$ cat src/rtl/unsigned_div_arbiter.sv
// unsigned_div_arbiter
//
// Shares one multi-cycle unsigned divider between two requesters. Each
// requester owns a single pending slot. An accepted request waits in its slot
// until the arbiter hands it to the divider. When both slots are pending the
// grant alternates, so neither requester can starve the other. The divider
// result is returned to the owning requester as a one-cycle done strobe. The
// quotient/remainder outputs then hold their value until the next strobe.
//
// Optional feature (macro DIV_ARB_ZERO_BYPASS_EN):
//   When defined, a granted request whose divisor_is_zero flag is set never
//   reaches the divider. The arbiter answers it directly on the next cycle.
//   The quotient is all ones and the remainder equals the dividend.
//   When undefined, zero-divisor requests go through the divider as usual.
//
// Parameters:
//   DATA_WIDTH  operand/result width
//   CLZ_W       leading-zero count width
//
// Ports:
//   clk, rst_n                       clock, asynchronous active-low reset
//   req<p>_start                     request strobe (p = 0,1)
//   req<p>_dividend/_divisor         operands
//   req<p>_dividend_clz/_divisor_clz operand leading-zero counts
//   req<p>_divisor_is_zero           divisor-zero flag
//   req<p>_ready                     slot free, start will be accepted
//   req<p>_done                      one-cycle result strobe
//   req<p>_quotient/_remainder       results, valid while req<p>_done
//   div_start, div_dividend, div_divisor, div_dividend_clz,
//   div_divisor_clz, div_divisor_is_zero   registered divider request
//   div_done, div_quotient, div_remainder  divider response

module unsigned_div_arbiter #(
    parameter int DATA_WIDTH = 32,
    parameter int CLZ_W      = $clog2(DATA_WIDTH)
) (
    input  logic                  clk,
    input  logic                  rst_n,

    input  logic                  req0_start,
    input  logic [DATA_WIDTH-1:0] req0_dividend,
    input  logic [DATA_WIDTH-1:0] req0_divisor,
    input  logic [CLZ_W-1:0]      req0_dividend_clz,
    input  logic [CLZ_W-1:0]      req0_divisor_clz,
    input  logic                  req0_divisor_is_zero,
    output logic                  req0_ready,
    output logic                  req0_done,
    output logic [DATA_WIDTH-1:0] req0_quotient,
    output logic [DATA_WIDTH-1:0] req0_remainder,

    input  logic                  req1_start,
    input  logic [DATA_WIDTH-1:0] req1_dividend,
    input  logic [DATA_WIDTH-1:0] req1_divisor,
    input  logic [CLZ_W-1:0]      req1_dividend_clz,
    input  logic [CLZ_W-1:0]      req1_divisor_clz,
    input  logic                  req1_divisor_is_zero,
    output logic                  req1_ready,
    output logic                  req1_done,
    output logic [DATA_WIDTH-1:0] req1_quotient,
    output logic [DATA_WIDTH-1:0] req1_remainder,

    output logic                  div_start,
    output logic [DATA_WIDTH-1:0] div_dividend,
    output logic [DATA_WIDTH-1:0] div_divisor,
    output logic [CLZ_W-1:0]      div_dividend_clz,
    output logic [CLZ_W-1:0]      div_divisor_clz,
    output logic                  div_divisor_is_zero,
    input  logic                  div_done,
    input  logic [DATA_WIDTH-1:0] div_quotient,
    input  logic [DATA_WIDTH-1:0] div_remainder
);

    typedef enum logic {
        IDLE = 1'b0,
        BUSY = 1'b1
    } state_t;

    state_t state, state_next;

    // Requester inputs gathered into arrays indexed by port number
    logic [1:0]                 start_in;
    logic [1:0][DATA_WIDTH-1:0] dividend_in;
    logic [1:0][DATA_WIDTH-1:0] divisor_in;
    logic [1:0][CLZ_W-1:0]      dividend_clz_in;
    logic [1:0][CLZ_W-1:0]      divisor_clz_in;
    logic [1:0]                 zero_in;

    assign start_in        = {req1_start, req0_start};
    assign dividend_in     = {req1_dividend, req0_dividend};
    assign divisor_in      = {req1_divisor, req0_divisor};
    assign dividend_clz_in = {req1_dividend_clz, req0_dividend_clz};
    assign divisor_clz_in  = {req1_divisor_clz, req0_divisor_clz};
    assign zero_in         = {req1_divisor_is_zero, req0_divisor_is_zero};

    // Pending slots
    logic [1:0]                 slot_valid;
    logic [1:0][DATA_WIDTH-1:0] slot_dividend;
    logic [1:0][DATA_WIDTH-1:0] slot_divisor;
    logic [1:0][CLZ_W-1:0]      slot_dividend_clz;
    logic [1:0][CLZ_W-1:0]      slot_divisor_clz;
    logic [1:0]                 slot_zero;

    // Result registers per port
    logic [1:0]                 done_q;
    logic [1:0][DATA_WIDTH-1:0] quotient_q;
    logic [1:0][DATA_WIDTH-1:0] remainder_q;

    logic       owner;
    logic       last_grant;
    logic       grant;
    logic       has_pending;
    logic       launch;
    logic       bypass;
    logic       result_take;
    logic [1:0] accept;
    logic [1:0] clear_mask;

    // With both slots pending the port that was not served last wins.
    // With one slot pending, the pending port wins.
    assign has_pending = |slot_valid;
    assign grant       = (&slot_valid) ? ~last_grant : slot_valid[1];
    assign accept      = start_in & ~slot_valid;

    // The divider response is ignored in the div_start cycle.
    // This prevents a stale div_done from the previous job being taken as this job's result.
    assign result_take = (state == BUSY) && !div_start && div_done;

`ifdef DIV_ARB_ZERO_BYPASS_EN
    assign bypass = (state == IDLE) && has_pending && slot_zero[grant];
`else
    assign bypass = 1'b0;
`endif

    assign launch = (state == IDLE) && has_pending && !bypass;

    // A slot is freed when its job finishes, either through the divider or
    // through the zero bypass. An accept and a clear never target the same
    // slot in one cycle: an accept needs the slot empty, a clear needs it full.
    always_comb begin
        clear_mask = 2'b00;
        if (result_take) begin
            clear_mask[owner] = 1'b1;
        end
        if (bypass) begin
            clear_mask[grant] = 1'b1;
        end
    end

    always_comb begin
        state_next = state;
        case (state)
            IDLE:    if (launch)      state_next = BUSY;
            BUSY:    if (result_take) state_next = IDLE;
            default:                  state_next = IDLE;
        endcase
    end

    always_ff @(posedge clk or negedge rst_n) begin
        if (!rst_n) begin
            state <= IDLE;
        end else begin
            state <= state_next;
        end
    end

    always_ff @(posedge clk or negedge rst_n) begin
        if (!rst_n) begin
            slot_valid        <= '0;
            slot_dividend     <= '0;
            slot_divisor      <= '0;
            slot_dividend_clz <= '0;
            slot_divisor_clz  <= '0;
            slot_zero         <= '0;
        end else begin
            slot_valid <= (slot_valid & ~clear_mask) | accept;
            for (int p = 0; p < 2; p++) begin
                if (accept[p]) begin
                    slot_dividend[p]     <= dividend_in[p];
                    slot_divisor[p]      <= divisor_in[p];
                    slot_dividend_clz[p] <= dividend_clz_in[p];
                    slot_divisor_clz[p]  <= divisor_clz_in[p];
                    slot_zero[p]         <= zero_in[p];
                end
            end
        end
    end

    // The divider operands are loaded only at launch.
    // They therefore stay stable for the whole BUSY period.
    always_ff @(posedge clk or negedge rst_n) begin
        if (!rst_n) begin
            div_start           <= 1'b0;
            div_dividend        <= '0;
            div_divisor         <= '0;
            div_dividend_clz    <= '0;
            div_divisor_clz     <= '0;
            div_divisor_is_zero <= 1'b0;
            owner               <= 1'b0;
        end else begin
            div_start <= launch;
            if (launch) begin
                div_dividend        <= slot_dividend[grant];
                div_divisor         <= slot_divisor[grant];
                div_dividend_clz    <= slot_dividend_clz[grant];
                div_divisor_clz     <= slot_divisor_clz[grant];
                div_divisor_is_zero <= slot_zero[grant];
                owner               <= grant;
            end
        end
    end

    // last_grant resets to 1 so that port 0 wins the first tie.
    always_ff @(posedge clk or negedge rst_n) begin
        if (!rst_n) begin
            done_q      <= '0;
            quotient_q  <= '0;
            remainder_q <= '0;
            last_grant  <= 1'b1;
        end else begin
            done_q <= '0;
            if (result_take) begin
                done_q[owner]      <= 1'b1;
                quotient_q[owner]  <= div_quotient;
                remainder_q[owner] <= div_remainder;
                last_grant         <= owner;
            end
            if (bypass) begin
                done_q[grant]      <= 1'b1;
                quotient_q[grant]  <= '1;
                remainder_q[grant] <= slot_dividend[grant];
                last_grant         <= grant;
            end
        end
    end

    assign req0_ready     = ~slot_valid[0];
    assign req1_ready     = ~slot_valid[1];
    assign req0_done      = done_q[0];
    assign req1_done      = done_q[1];
    assign req0_quotient  = quotient_q[0];
    assign req1_quotient  = quotient_q[1];
    assign req0_remainder = remainder_q[0];
    assign req1_remainder = remainder_q[1];

endmodule

$ cat config.mk
export PLATFORM = sky130hd
export DESIGN_NAME = unsigned_div_arbiter
export DESIGN_NICKNAME = d
export VERILOG_FILES = /design/src/rtl/unsigned_div_arbiter.sv
export SDC_FILE = /design/constraint.sdc
export NUM_CORES = 1
export LEC_CHECK = 0
export CAP_MARGIN = 10
export CORE_ASPECT_RATIO = 0.8
export CORE_MARGIN = 4
export CORE_UTILIZATION = 40
export DETAILED_ROUTE_END_ITERATION = 10
export PLACE_DENSITY = 0.7
export SLEW_MARGIN = 20
export SYNTH_ARGS = -nofsm -noshare
export SYNTH_HDL_FRONTEND = slang
export SYNTH_SLANG_ARGS = --single-unit
$ cat constraint.sdc
create_clock -name clk -period 4.05 [get_ports clk]
set_input_delay 1.215 -clock clk [delete_from_list [all_inputs] [get_ports clk]]
set_output_delay 1.215 -clock clk [all_outputs]
set_load 0.1 [all_outputs]
==> results.json, run 1 <==
{
  "period_minus_slack_ns": 3.28,
  "path_clk_slew_ns": 0.06,
  "ctsRootBufferMaster": "clkbuf_16",
  "synthArstFlopShare_pct": 100,
  "reg2reg_from": "slot_valid[0]$_DFF_PN0_",
  "slowest_delay_ns": 1.16,
  "cts_hold_buf": 0,
  "crit_path_start": "div_dividend[13]$_DFFE_PN0P_",
  "synth_ff_type": "dfrtp_1",
  "grt_max_degree": 96,
  "fillers": 2856,
  "end_kind": "output port",
  "drt_wl_total_um": 39000,
  "drc": 0,
  "grt_pass1_wl_um": 59700,
  "rsz0062_at_grt": "no",
  "cp.arrival_ns": 2.07,
  "synth_top_cell_by_area": "dfrtp_1",
  "r2r_end": "div_divisor[15]$_DFFE_PN0P_",
  "critPathLaunchType": "flip-flop",
  "fin_crit_sh_pct": 81.1,
  "tightestPinTransition_ns": 1.04,
  "cts_buffers": 38,
  "cts_setup_buffers": 0,
  "h-tree-depth": 2,
  "crit_fanout": 2,
  "wl_per_cell_um": 20.0,
  "synth_seq_cells": 361,
  "dr.pass1.iters": 4,
  "relSlewSlack_pct": 30.8,
  "post_cts_resized": 0,
  "grt_pass1_vias": 10000,
  "track_usage_pct": 20.0,
  "drt_iter0_drc": 589,
  "min_to": "last_grant$_DFFE_PN1N_",
  "synth_top_area_share_pct": 64.2,
  "vias_per_cell": 4.93,
  "die_h_um": 176,
  "yosys-top-cells-area": "dfrtp_1 (64%), mux2_2 (20%), nand2_1 (4.1%)",
  "antenna_found_initial": 4,
  "area_growth_pct": 42.5,
  "max_freq_mhz": 305,
  "criticalPathCategory": "flip-flop to output port",
  "path_cells": "clkdlybuf4s50_1",
  "synthesis.area_um2": 14000,
  "path_depth": 1,
  "synth_cell_type_count": 23,
  "seq_area_frac_synth_pct": 64.4,
  "cp_num_buf_inv": 1,
  "dp_hpwl_um": 27400,
  "io-pin-count": 427,
  "tns_ns": 0,
  "clkSinkCount": 361,
  "drive_gt1_share_pct": 26.9,
  "syn_nets": 1241,
  "r2r.worst_path.cells": 4,
  "clock_path_buffers": 3,
  "place.gp.congestion": 0.782,
  "crit_slowest_cell": "clkdlybuf4s50_1",
  "maxCapViolCount": 0,
  "reg2reg_slack_ns": 1.93,
  "io_buffers": 426,
  "setup_viol_count_final": 0,
  "start_util_pct": 40.5,
  "finalClockSkew_ns": 0.0184,
  "outcome": "finished clean",
  "synthCells": 1022,
  "hold_class": "flip-flop to flip-flop",
  "min_from": "last_grant$_DFFE_PN1N_",
  "nNetsFinal": 1664,
  "hold_viol_final": 0,
  "worstSkewPairLatency_ns": 0.52,
  "die-area_um2": 38100,
  "core.rowCount": 61,
  "synth-edff-count": 0,
  "cts_tree": "yes",
  "syn_avg_cell_area_um2": 13.7,
  "finalMaxSlewViolations": 0,
  "die_w_um": 217,
  "worst_ep_required_time_ns": 2.83,
  "ys_warn_count": 0,
  "min_path_cells": 2,
  "grt_overflow_total": 0,
  "antenna_left": 0,
  "vias": 9582,
  "core_um2": 34700,
  "crit_family": "buffers and inverters"
}
-- metrics by stage --
step           hold WS [ns]  area [um2]  setup WS [ns]  utilization [%]  instances
6_report              0.502       20000          0.767             57.7       1944
5_1_grt               0.512       20000          0.702             57.7       1943
4_1_cts               0.504       20000          0.724             57.7       1942
3_5_place_dp          0.493       18800          0.935             54.3       1877
3_3_place_gp          0.488       18800          0.976             54.3       1877
2_1_floorplan         0.447       14000           1.72                -       1022
-- registers in the layout, summed over array words and instances, names as in the netlist, 5 cells and up --
name	flops
div_dividend	32
req0_remainder	32
req0_quotient	32
slot_divisor_clz	10
div_divisor_clz	5
slot_dividend_clz	10
div_divisor	32
req1_remainder	32
slot_dividend	64
div_dividend_clz	5
req1_quotient	32
slot_divisor	64
-- cell families after synthesis --
kind of cell | after synthesis | synth area share [%]
multiplexers | 278 | 23.0
flip-flops | 361 | 64.4
buffers and inverters | 68 | 2.48
AND/OR/NAND/NOR | 233 | 6.33
AO/OA/AOI/OAI | 82 | 3.75
-- metal layers --
layer	GRT usage (%)	vias to the layer above	routed length, um	part of all wire, %
li1	-	4366	-	-
met2	32.6	307	18700	48
met5	0	-	26	0.067
met1	25.9	4833	16200	41
met4	5.62	4	1000	2.6
met3	6.50	72	3040	7.8
-- cells in the final DEF, fill, tap and decap left out, drive strengths merged, types with 5 or more instances in the layout --
cell / count
nor2: 76
buf: 52
a31oi: 75
mux2: 278
clkinv: 6
clkbuf: 57
inv: 5
dfrtp: 360
clkdlybuf4s50: 395
nand2: 152
-- area by class of cell --
class	instances	area [um2]	area share, %
Clock inverter	8	46.3	0.232
Inverter	4	15.0	0.0751
Multi-Input combinational cell	593	4690	23.5
Clock buffer	57	1140	5.72
Tap cell	472	591	2.95
Timing Repair Buffer	447	4460	22.3
Sequential cell	361	9030	45.2
Antenna cell	2	5.00	0.0250
-- synthesized netlist by cell type (all sizes together) (2+ instances only) --
master	n
nor2b	2
dfrtp	360
nor2	76
nand2	152
mux2	278
inv	4
buf	50
clkbuf	14
a21o	2
a31oi	75
-- how the worst max path moves through the flow --
stage,endpoint,slack (ns)
after CTS,div_dividend[2],0.72
after global routing,req1_quotient[0],0.70
after detailed placement,req1_quotient[20]$_DFFE_PN0P_,0.93
after global placement,req1_quotient[20]$_DFFE_PN0P_,0.98
after floorplan,req1_remainder[10]$_DFFE_PN0P_,1.72
final,div_dividend[13],0.77
Power of run 1 is left out: the tool's default activity adds up to more than one toggle a clock period on the data nets, which glitch-free logic cannot reach.
==> inputs of run 2 (changes only) <==
- PLACE_DENSITY: 0.7 -> 0.73
- clock period: 4.05 -> 2.85 ns (I/O delays scaled with it)
==> results.json, run 2 (synthesized netlist as in run 1, its figures left out) <==
{
  "place.gp.congestion": 0.817,
  "reg2reg_from": "slot_valid[0]$_DFF_PN0_",
  "critPathLaunchType": "flip-flop",
  "r2r.worst_path.cells": 4,
  "vias_per_cell": 4.92,
  "drc": 0,
  "antenna_found_initial": 3,
  "grt_overflow_total": 0,
  "grt_pass1_vias": 10200,
  "max_freq_mhz": 432,
  "end_kind": "output port",
  "multi_input_area_um2": 4690,
  "area_growth_pct": 40.6,
  "criticalPathCategory": "flip-flop to output port",
  "wl_per_cell_um": 19.7,
  "dp_hpwl_um": 27700,
  "core_um2": 34700,
  "track_usage_pct": 19.8,
  "io_buffers": 426,
  "maxCapViolCount": 0,
  "tightestPinTransition_ns": 0.570,
  "die_h_um": 176,
  "h-tree-depth": 2,
  "post_cts_resized": 0,
  "vias": 9650,
  "path_clk_slew_ns": 0.06,
  "rsz0062_at_grt": "no",
  "crit_fanout": 5,
  "drt_iter0_drc": 475,
  "io-pin-count": 427,
  "worst_ep_required_time_ns": 2.00,
  "reg2reg_slack_ns": 1.00,
  "hold_class": "input port to async pin",
  "finalClockSkew_ns": 0.0109,
  "clkSinkCount": 361,
  "utilization_pct": 56.9,
  "final_common_cell": "dfrtp_1",
  "period_minus_slack_ns": 2.31,
  "cts_buffers": 38,
  "cts_tree": "yes",
  "die_w_um": 217,
  "worst_hold_slack_ns": 0.259,
  "fillers": 2831,
  "cts_setup_buffers": 0,
  "drive_gt1_share_pct": 39.7,
  "finalMaxSlewViolations": 0,
  "die-area_um2": 38100,
  "drt_wl_total_um": 38600,
  "tns_ns": 0,
  "clock_path_buffers": 3,
  "grt_pass1_wl_um": 59300,
  "layout.cells.non_filler": 1962,
  "hold_viol_final": 0,
  "r2r_end": "div_dividend_clz[4]$_DFFE_PN0P_",
  "layout_common_cells": "dfrtp_1 (360), mux2_2 (251), buf_4 (236)",
  "seq_area_um2": 9030,
  "start_util_pct": 40.5,
  "placedCellCount": 1897,
  "dr.pass1.iters": 4,
  "cp.arrival_ns": 1.46,
  "grt_max_degree": 71,
  "setup_viol_count_final": 0,
  "core.rowCount": 61,
  "outcome": "finished clean",
  "relSlewSlack_pct": 62.0,
  "top_regs": "slot_dividend (64), slot_divisor (64)",
  "antenna_left": 0,
  "cts_hold_buf": 0,
  "ctsRootBufferMaster": "clkbuf_16",
  "worstSkewPairLatency_ns": 0.52,
  "fin_crit_sh_pct": 81.2,
  "nNetsFinal": 1684
}
==> run 2: worst max-delay path by stage <==
stage	from	end	slack, ns	cells past startpoint
after global routing	slot_valid[0]$_DFF_PN0_	req0_ready	0.45	2
after floorplan	div_start$_DFF_PN0_	req1_remainder[10]$_DFFE_PN0P_	0.74	6
after detailed placement	div_done	req1_quotient[17]$_DFFE_PN0P_	0.29	5
final	slot_valid[0]$_DFF_PN0_	req0_ready	0.54	2
after global placement	div_done	req1_quotient[16]$_DFFE_PN0P_	0.31	5
after CTS	slot_valid[0]$_DFF_PN0_	req0_ready	0.49	2
==> run 2: cell type report <==
cell class	instances	area share, %
multi-input combinational	593	23.8
timing repair buffer	467	21.4
clock inverter	8	0.254
tap	472	2.99
inverter	4	0.0761
sequential	361	45.8
clock buffer	56	5.68
antenna	1	0.0127
==> run 2: routing by layer <==
| layer | track usage [%] | part of all wire [%] | vias up |
|---|---|---|---|
| met2 | 33.0 | 47 | 333 |
| met5 | 0 | 0.067 | - |
| li1 | - | - | 4402 |
| met4 | 5.32 | 2.6 | 4 |
| met1 | 25.1 | 42 | 4835 |
| met3 | 6.35 | 8.2 | 76 |
==> run 2: through the flow <==
step / instance area (um2) / setup WS [ns]
floorplan: 14000 / 0.738
global placement: 18600 / 0.311
detailed placement: 18600 / 0.293
CTS: 19700 / 0.493
global route: 19700 / 0.447
finish: 19700 / 0.537
==> run 2: worst max-delay path, stage by stage (launching register included) <==
cell	delay [ns]
dfrtp_1	0.50
inv_1	0.13
buf_4	0.30
Power of run 2 is left out for the same reason.
==> inputs of run 3 (changes only) <==
- clock period: 2.85 -> 1.99 ns (I/O delays scaled with it)
==> results.json, run 3 (synthesized netlist as in run 1, its figures left out) <==
{
  "io-pin-count": 427,
  "dr.pass1.iters": 4,
  "outcome": "finished clean",
  "vias_per_cell": 4.95,
  "cp_num_buf_inv": 2,
  "worst_ep_required_time_ns": 1.39,
  "antenna_found_initial": 7,
  "period_minus_slack_ns": 1.92,
  "crit_end": "req0_ready",
  "crit_fanout": 5,
  "slowest_delay_ns": 0.48,
  "ctsRootBufferMaster": "clkbuf_16",
  "drt_wl_total_um": 40700,
  "maxCapViolCount": 0,
  "place.gp.congestion": 0.840,
  "die_h_um": 176,
  "reg2reg_from": "div_start$_DFF_PN0_",
  "tns_ns": 0,
  "core_um2": 34700,
  "tightestPinTransition_ns": 0.436,
  "path_cells": "inv_1, buf_12",
  "fillers": 2492,
  "drc": 0,
  "io_buffers": 426,
  "cts_tree": "yes",
  "grt_pass1_wl_um": 62600,
  "wl_per_cell_um": 20.7,
  "drt_iter0_drc": 482,
  "worstSkewPairLatency_ns": 0.51,
  "die_w_um": 217,
  "top_regs": "slot_dividend (64), slot_divisor (64)",
  "reg2reg_slack_ns": 0.27,
  "track_usage_pct": 20.9,
  "rsz0062_at_grt": "no",
  "cts_setup_buffers": 0,
  "layout.cells.non_filler": 1968,
  "start_util_pct": 40.5,
  "nNetsFinal": 1679,
  "die-area_um2": 38100,
  "crit_slowest_cell": "dfrtp_2",
  "r2r_end": "req0_quotient[20]$_DFFE_PN0P_",
  "drive_gt1_share_pct": 39.8,
  "max_freq_mhz": 520,
  "hold_viol_final": 0,
  "path_clk_slew_ns": 0.06,
  "dpl_cell_area_um2": 21200,
  "finalMaxSlewViolations": 0,
  "crit_path_start": "slot_valid[0]$_DFF_PN0_",
  "core.rowCount": 61,
  "setup_viol_count_final": 0,
  "grt_max_degree": 59,
  "r2r.worst_path.cells": 4,
  "multi_input_area_um2": 4690,
  "post-route-cell-area_um2": 22500,
  "criticalPathCategory": "flip-flop to output port",
  "layout_setup_ws_ns": 0.0666,
  "grt_overflow_total": 0,
  "clkSinkCount": 361,
  "h-tree-depth": 2,
  "finalClockSkew_ns": 0.00961,
  "layout_common_cells": "dfrtp_1 (357), mux2_2 (251), buf_12 (228)",
  "antenna_left": 0,
  "vias": 9742,
  "dp_hpwl_um": 29700,
  "hold_class": "flip-flop to flip-flop",
  "grt_pass1_vias": 10500,
  "min_path_cells": 2,
  "cp.arrival_ns": 1.33,
  "seq_area_um2": 9040,
  "fin_crit_sh_pct": 96.7,
  "path_depth": 2,
  "cts_buffers": 38,
  "critPathLaunchType": "flip-flop",
  "detailedPlace.worstSlack_ns": -0.282,
  "relSlewSlack_pct": 70.9,
  "final_common_cell": "dfrtp_1",
  "crit_family": "flip-flops",
  "placedCellCount": 1891,
  "clock_path_buffers": 3,
  "end_kind": "output port",
  "area_growth_pct": 60.5
}
==> run 3: cell types whose count changed in the layout (fill, tap and decap cells not counted), moves of 2 or more <==
cell and change:
buf_12 +215, buf_4 -221, clkbuf_16 +2, clkbuf_8 +3, dfrtp_1 -3, dfrtp_2 +3
diode_2 +6
==> run 3: area by class of cell <==
type / instances / area share [%]
sequential: 361 / 40.2
timing repair buffer: 462 / 30.5
multi-input combinational: 593 / 20.9
clock buffer: 61 / 5.38
tap: 472 / 2.62
clock inverter: 8 / 0.311
antenna: 7 / 0.0778
inverter: 4 / 0.0667
==> run 3: worst min-delay path, stage by stage, from the launching register on <==
cell and delay (ns):
dfstp_2 0.39, nand2_1 0.06, nand2_1 0.05
==> run 3: worst min-delay path by stage <==
stage | end | startpoint
3_5_place_dp | last_grant$_DFFE_PN1N_ | last_grant$_DFFE_PN1N_
3_3_place_gp | slot_divisor[53]$_DFFE_PN0P_ | slot_divisor[53]$_DFFE_PN0P_
6_report | last_grant$_DFFE_PN1N_ | last_grant$_DFFE_PN1N_
5_1_grt | last_grant$_DFFE_PN1N_ | last_grant$_DFFE_PN1N_
2_1_floorplan | div_dividend[0]$_DFFE_PN0P_ | rst_n
4_1_cts | last_grant$_DFFE_PN1N_ | last_grant$_DFFE_PN1N_
==> run 3: metal layers <==
metal | global-route usage (%) | vias up | wire (um)
met2 | 34.7 | 325 | 19800
met5 | 0 | - | 41
met1 | 25.9 | 4925 | 16200
met4 | 7.02 | 6 | 1300
li1 | - | 4403 | -
met3 | 7.11 | 83 | 3460
==> run 3: stage by stage <==
step	hold WS [ns]	util (%)
after floorplan	0.301	-
final	0.497	65.0
after detailed placement	0.491	61.2
after CTS	0.500	64.9
after global placement	0.488	61.2
after global routing	0.512	64.9
==> run 3: repair_timing <==
action,in CTS,in global routing
hold buffers,1,0
resized for setup,1,1
hold endpoints to repair,17,0
setup endpoints to repair,1,1
Power of run 3 is left out for the same reason.
